**src/rtl/pwm_pkg.sv**
```systemverilog
// Shared definitions for the PWM button front end: hold-FSM encoding and default timing.
// No logic of its own; default constants assume a 100 MHz core clock.
package pwm_pkg;

  localparam int unsigned DEF_DEBOUNCE_CYCLES = 1_000_000;
  localparam int unsigned DEF_REPEAT_DELAY    = 50_000_000;
  localparam int unsigned DEF_REPEAT_PERIOD   = 20_000_000;

  typedef logic [1:0] hold_state_t;

  localparam hold_state_t ST_IDLE   = 2'd0;
  localparam hold_state_t ST_HOLD   = 2'd1;
  localparam hold_state_t ST_REPEAT = 2'd2;

  typedef struct packed {
    logic inc;
    logic dec;
  } strobe_t;

  function automatic int unsigned max_u(input int unsigned a, input int unsigned b);
    return (a > b) ? a : b;
  endfunction

endpackage

```
**src/rtl/btn_debounce_channel.sv**
```systemverilog
// One button: 2-flop sync, debounce, hold/auto-repeat FSM. level_o lags raw by 2+DEBOUNCE_CYCLES;
// req_o is a combinational one-cycle request, registered by the parent; no backpressure.
module btn_debounce_channel
  import pwm_pkg::*;
#(
  parameter int unsigned DEBOUNCE_CYCLES = DEF_DEBOUNCE_CYCLES,
  parameter int unsigned REPEAT_DELAY    = DEF_REPEAT_DELAY,
  parameter int unsigned REPEAT_PERIOD   = DEF_REPEAT_PERIOD
) (
  input  logic clk_i,
  input  logic rst_i,
  input  logic btn_raw_i,
  output logic level_o,
  output logic req_o
);

  localparam int unsigned DB_W    = $clog2(DEBOUNCE_CYCLES + 1);
  localparam int unsigned TMR_MAX = max_u(REPEAT_DELAY, REPEAT_PERIOD);
  localparam int unsigned TMR_W   = $clog2(TMR_MAX + 1);

  localparam logic [DB_W-1:0]  DB_LIMIT  = DB_W'(DEBOUNCE_CYCLES);
  localparam logic [TMR_W-1:0] DELAY_LD  = TMR_W'(REPEAT_DELAY);
  localparam logic [TMR_W-1:0] PERIOD_LD = TMR_W'(REPEAT_PERIOD);
  localparam logic [TMR_W-1:0] TMR_ONE   = TMR_W'(1);

  logic [1:0]       sync_q;
  logic             level_q, level_d;
  logic [DB_W-1:0]  db_cnt_q, db_cnt_d;
  hold_state_t      state_q, state_d;
  logic [TMR_W-1:0] tmr_q, tmr_d;
  logic             req;
  logic             tmr_expire;

  // The level only moves after the synced input has disagreed with it on
  // DEBOUNCE_CYCLES+1 consecutive samples; any agreeing sample restarts the count.
  always_comb begin
    level_d  = level_q;
    db_cnt_d = '0;
    if (sync_q[1] != level_q) begin
      if (db_cnt_q == DB_LIMIT) begin
        level_d = sync_q[1];
      end else begin
        db_cnt_d = db_cnt_q + 1'b1;
      end
    end
  end

  assign tmr_expire = (tmr_q == TMR_ONE);

  // A zero timer never expires, which is how REPEAT_DELAY=0 disables auto-repeat.
  always_comb begin
    state_d = state_q;
    tmr_d   = tmr_q;
    req     = 1'b0;
    case (state_q)
      ST_IDLE: begin
        if (level_q) begin
          req     = 1'b1;
          state_d = ST_HOLD;
          tmr_d   = DELAY_LD;
        end
      end
      ST_HOLD, ST_REPEAT: begin
        if (!level_q) begin
          state_d = ST_IDLE;
          tmr_d   = '0;
        end else if (tmr_expire) begin
          req     = 1'b1;
          state_d = ST_REPEAT;
          tmr_d   = PERIOD_LD;
        end else if (tmr_q != '0) begin
          tmr_d = tmr_q - 1'b1;
        end
      end
      default: begin
        state_d = ST_IDLE;
        tmr_d   = '0;
      end
    endcase
  end

  always_ff @(posedge clk_i) begin
    if (rst_i) begin
      sync_q   <= 2'b00;
      level_q  <= 1'b0;
      db_cnt_q <= '0;
      state_q  <= ST_IDLE;
      tmr_q    <= '0;
    end else begin
      sync_q   <= {sync_q[0], btn_raw_i};
      level_q  <= level_d;
      db_cnt_q <= db_cnt_d;
      state_q  <= state_d;
      tmr_q    <= tmr_d;
    end
  end

  assign level_o = level_q;
  assign req_o   = req;

endmodule

```
**src/rtl/pwm_button_conditioner.sv**
```systemverilog
// Two debounced buttons -> arbitrated one-cycle increase/decrease strobes for pwm_generator.
// Strobe 3+DEBOUNCE_CYCLES cycles after raw press; simultaneous requests are dropped; no backpressure.
module pwm_button_conditioner
  import pwm_pkg::*;
#(
  parameter int unsigned DEBOUNCE_CYCLES = DEF_DEBOUNCE_CYCLES,
  parameter int unsigned REPEAT_DELAY    = DEF_REPEAT_DELAY,
  parameter int unsigned REPEAT_PERIOD   = DEF_REPEAT_PERIOD
) (
  input  logic clk,
  input  logic rst,
  input  logic btn_up_raw,
  input  logic btn_dn_raw,
  output logic increase_duty,
  output logic decrease_duty,
  output logic up_level,
  output logic dn_level
);

  logic    up_req, dn_req;
  strobe_t strobe_q, strobe_d;

  btn_debounce_channel #(
    .DEBOUNCE_CYCLES (DEBOUNCE_CYCLES),
    .REPEAT_DELAY    (REPEAT_DELAY),
    .REPEAT_PERIOD   (REPEAT_PERIOD)
  ) u_up (
    .clk_i     (clk),
    .rst_i     (rst),
    .btn_raw_i (btn_up_raw),
    .level_o   (up_level),
    .req_o     (up_req)
  );

  btn_debounce_channel #(
    .DEBOUNCE_CYCLES (DEBOUNCE_CYCLES),
    .REPEAT_DELAY    (REPEAT_DELAY),
    .REPEAT_PERIOD   (REPEAT_PERIOD)
  ) u_dn (
    .clk_i     (clk),
    .rst_i     (rst),
    .btn_raw_i (btn_dn_raw),
    .level_o   (dn_level),
    .req_o     (dn_req)
  );

  // Colliding requests cancel each other outright rather than being queued.
  always_comb begin
    strobe_d     = '0;
    strobe_d.inc = up_req & ~dn_req;
    strobe_d.dec = dn_req & ~up_req;
  end

  always_ff @(posedge clk) begin
    if (rst) begin
      strobe_q <= '0;
    end else begin
      strobe_q <= strobe_d;
    end
  end

  assign increase_duty = strobe_q.inc;
  assign decrease_duty = strobe_q.dec;

endmodule
```
**config.mk**
```make
export PLATFORM = sky130hd
export DESIGN_NAME = pwm_button_conditioner
export DESIGN_NICKNAME = d
export VERILOG_FILES = /design/src/rtl/pwm_pkg.sv /design/src/rtl/btn_debounce_channel.sv /design/src/rtl/pwm_button_conditioner.sv
export SDC_FILE = /design/constraint.sdc
export NUM_CORES = 1
export LEC_CHECK = 0
export ABC_AREA = 1
export CORE_MARGIN = 10
export CORE_UTILIZATION = 60
export DETAILED_ROUTE_END_ITERATION = 8
export PLACE_DENSITY = 0.77
export SETUP_SLACK_MARGIN = 0.1
export SLEW_MARGIN = 20
export SYNTH_ARGS = -nofsm -noshare
export SYNTH_HDL_FRONTEND = slang
export SYNTH_SLANG_ARGS = --single-unit
```
**constraint.sdc**
```tcl
create_clock -name clk -period 2.8 [get_ports clk]
set_input_delay 0.84 -clock clk [delete_from_list [all_inputs] [get_ports clk]]
set_output_delay 0.84 -clock clk [all_outputs]
set_load 0.02 [all_outputs]
```
==> metrics.cfg <==
[die]
die_area_um2=14600
chipWidth_um=121
design.core.area_um2=9820
top_level_ports=8
die_h_um=121
start_util_pct=62.1
rows=36

[yosys]
yosys_warnings=0
synth_top_cell_area_share_pct=34.2
synth_edf_count=0
synth.top_cells.by_area=dfxtp_1 34%, nand2_1 16%, nor2_1 8.9%
synth_cell_types=34
avgSynthCellArea_um2=6.33
synth-async-reset-ratio_pct=0
syn_inst=963
mappedNetlistNets=979
ys_seq_area_share_pct=34.2
synth_top_cell_by_area=dfxtp_1
ys.flop_type=dfxtp_1
syn_area_um2=6090
ys_seq_elements=104
yosys.cell_count.top_type=nand2_1
ys_top_cells_by_count=253 x nand2_1, 144 x nor2_1, 123 x inv_1

[final_layout]
multiInputGateArea_um2=3430
nFillCells=950
seq_area_um2=2080
syn_to_final_growth_pct=6.08
nets=983
drive_gt1_share_pct=6.28
diodes=0

[global_routing]
grt_overflow=0
grt_pass1_vias=5235
grt_pass1_wl_mm=23.4
antenna_found_initial=0
grtUsageTotal_pct=18.8
grt_max_degree=42

[sta]
min_period_over_period_pct=86.0
fin_skew_ns=0.0161
rsz0062_at_grt=false
slew_viol_final=0
hold_violations=0
fmax_ghz=0.415
slew_headroom_pct=55.6
tightest_slew_ns=0.664
fin_tns_setup_ns=0
finalCriticalPeriod_ns=2.41
layout_setup_ws_ns=0.392
setup_viol=0

[worst_setup_path]
worstPathBufferInverterCount=1
critPathLaunchType=register
cp_max_fo=8
cp_slowest_stage_delay_ns=0.68
path_class=reg -> out
cp.arrival_ns=1.57
crit_family=buffers and inverters
cp.required_ns=1.96
end_kind=primary output
path_cells=clkdlybuf4s50_1
crit_slowest_cell=clkdlybuf4s50_1

[route]
vias=5724
drc=0
routedWlPerCell_um=11.7
ant_nets=0
via_per_inst=5.18
routed_wl_mm=13.0
dr.pass1.iters=5
initialDrtViolationCount=410

[power_and_ir_drop]
power.switching_w=0.000587
p_clk_share_pct=39.2
p_int_w=0.00192
ir_worst_vdd_uv=479
pwr-share-seq_pct=59.3
powerDensity_nw_per_um2=387
swShare_pct=23.4
pwr-share-comb_pct=1.6
leakage_nw=2.76

[outcome]
status=completed

[clocking]
cts_buffers=9
path_clk_slew_ns=0.10
cts.sinks=104
h-tree-depth=3
post-cts-setup-buffers=0
cts_hold_buf=0
clockBufferDepth=2
cts_tree=built
post_cts_resized=0
clock_latency_ns=0.39
cts-root-buf=clkbuf_8

[min_path]
holdCritPathClass=reg -> reg

[placed_design]
gp_congestion=0.903
hpwl_mm=9.41
numPortBuffers=7
pre_cts_slack_ns=0.551

[flow_run]
cap_violations=0

## cells in the final DEF (no fill, tap or decap), types with 5 or more instances in the layout
cell type	count
a21oi_1	72
o21bai_1	7
nand2_1	253
nor2_1	144
o21ai_0	40
nand3_1	67
nand4_1	16
or2_2	7
xor2_1	15
nor2_2	9
nand2_4	5
ha_1	12
inv_1	123
clkbuf_8	9
nor3_1	21
dfxtp_1	104
nand2_2	7
nor3b_1	7
clkdlybuf4s50_1	7
## final cells by class
class | count | area share (%)
Multi-Input combinational cell | 712 | 53.0
Sequential cell | 104 | 32.2
Inverter | 129 | 7.49
Tap cell | 133 | 2.57
Clock buffer | 9 | 1.92
Timing Repair Buffer | 11 | 1.55
Clock inverter | 7 | 1.26
## cells by family after synthesis
group	Yosys count	synth area share (%)
buf+inv	147	9.61
compound gates	130	11.2
flops	104	34.2
xor+xnor	18	2.59
fa+ha+maj	12	2.46
simple gates	552	39.9
## sequential cells by signal, indices dropped and copies added (netlist names), 2 cells and up
signal and count:
u_up.state_q 2, u_dn.state_q 2, u_up.tmr_q 26, u_up.sync_q 2, u_dn.db_cnt_q 20, u_up.db_cnt_q 20, u_dn.tmr_q 26, u_dn.sync_q 2
## final timing paths
check	start	to	slack, ns	depth (start not counted)
setup / recovery	u_dn.level_o	dn_level	0.39	1
hold / removal	u_dn.sync_q[0]	u_dn.sync_q[1]	0.41	2
setup reg to reg	u_up.tmr_q[0]	u_up.tmr_q[18]	0.51	9
hold reg to reg	u_dn.sync_q[0]	u_dn.sync_q[1]	0.41	2
## stage by stage
stage | utilization, % | total power, W | hold WS, ns | instance area (µm²) | std cells
after floorplan | - | 0.00154 | 0.388 | 6090 | 963
after global placement | 63.7 | 0.00156 | 0.391 | 6260 | 1089
after detailed placement | 63.7 | 0.00156 | 0.397 | 6260 | 1089
after CTS | 65.8 | 0.00253 | 0.413 | 6460 | 1105
after global routing | 65.8 | 0.00258 | 0.422 | 6460 | 1105
final | 65.8 | 0.00250 | 0.410 | 6460 | 1105
## metal layers
metal  share of wire [%]  global-route usage [%]
met5                   0                       0
met2                  44                    29.3
met3                 4.2                    4.61
met1                  50                    25.3
met4                 1.4                    5.43
## power groups by stage
| stage | logic [W] | registers [W] | clock network, W |
|---|---|---|---|
| finish | 0.0000393 | 0.00148 | 0.000981 |
| global route | 0.0000457 | 0.00148 | 0.00105 |
| CTS | 0.0000396 | 0.00148 | 0.00101 |
| detailed placement | 0.0000395 | 0.00152 | 0 |
| global placement | 0.0000394 | 0.00152 | 0 |
| floorplan | 0.0000265 | 0.00152 | 0 |
Power figures use the tool's default switching activity.
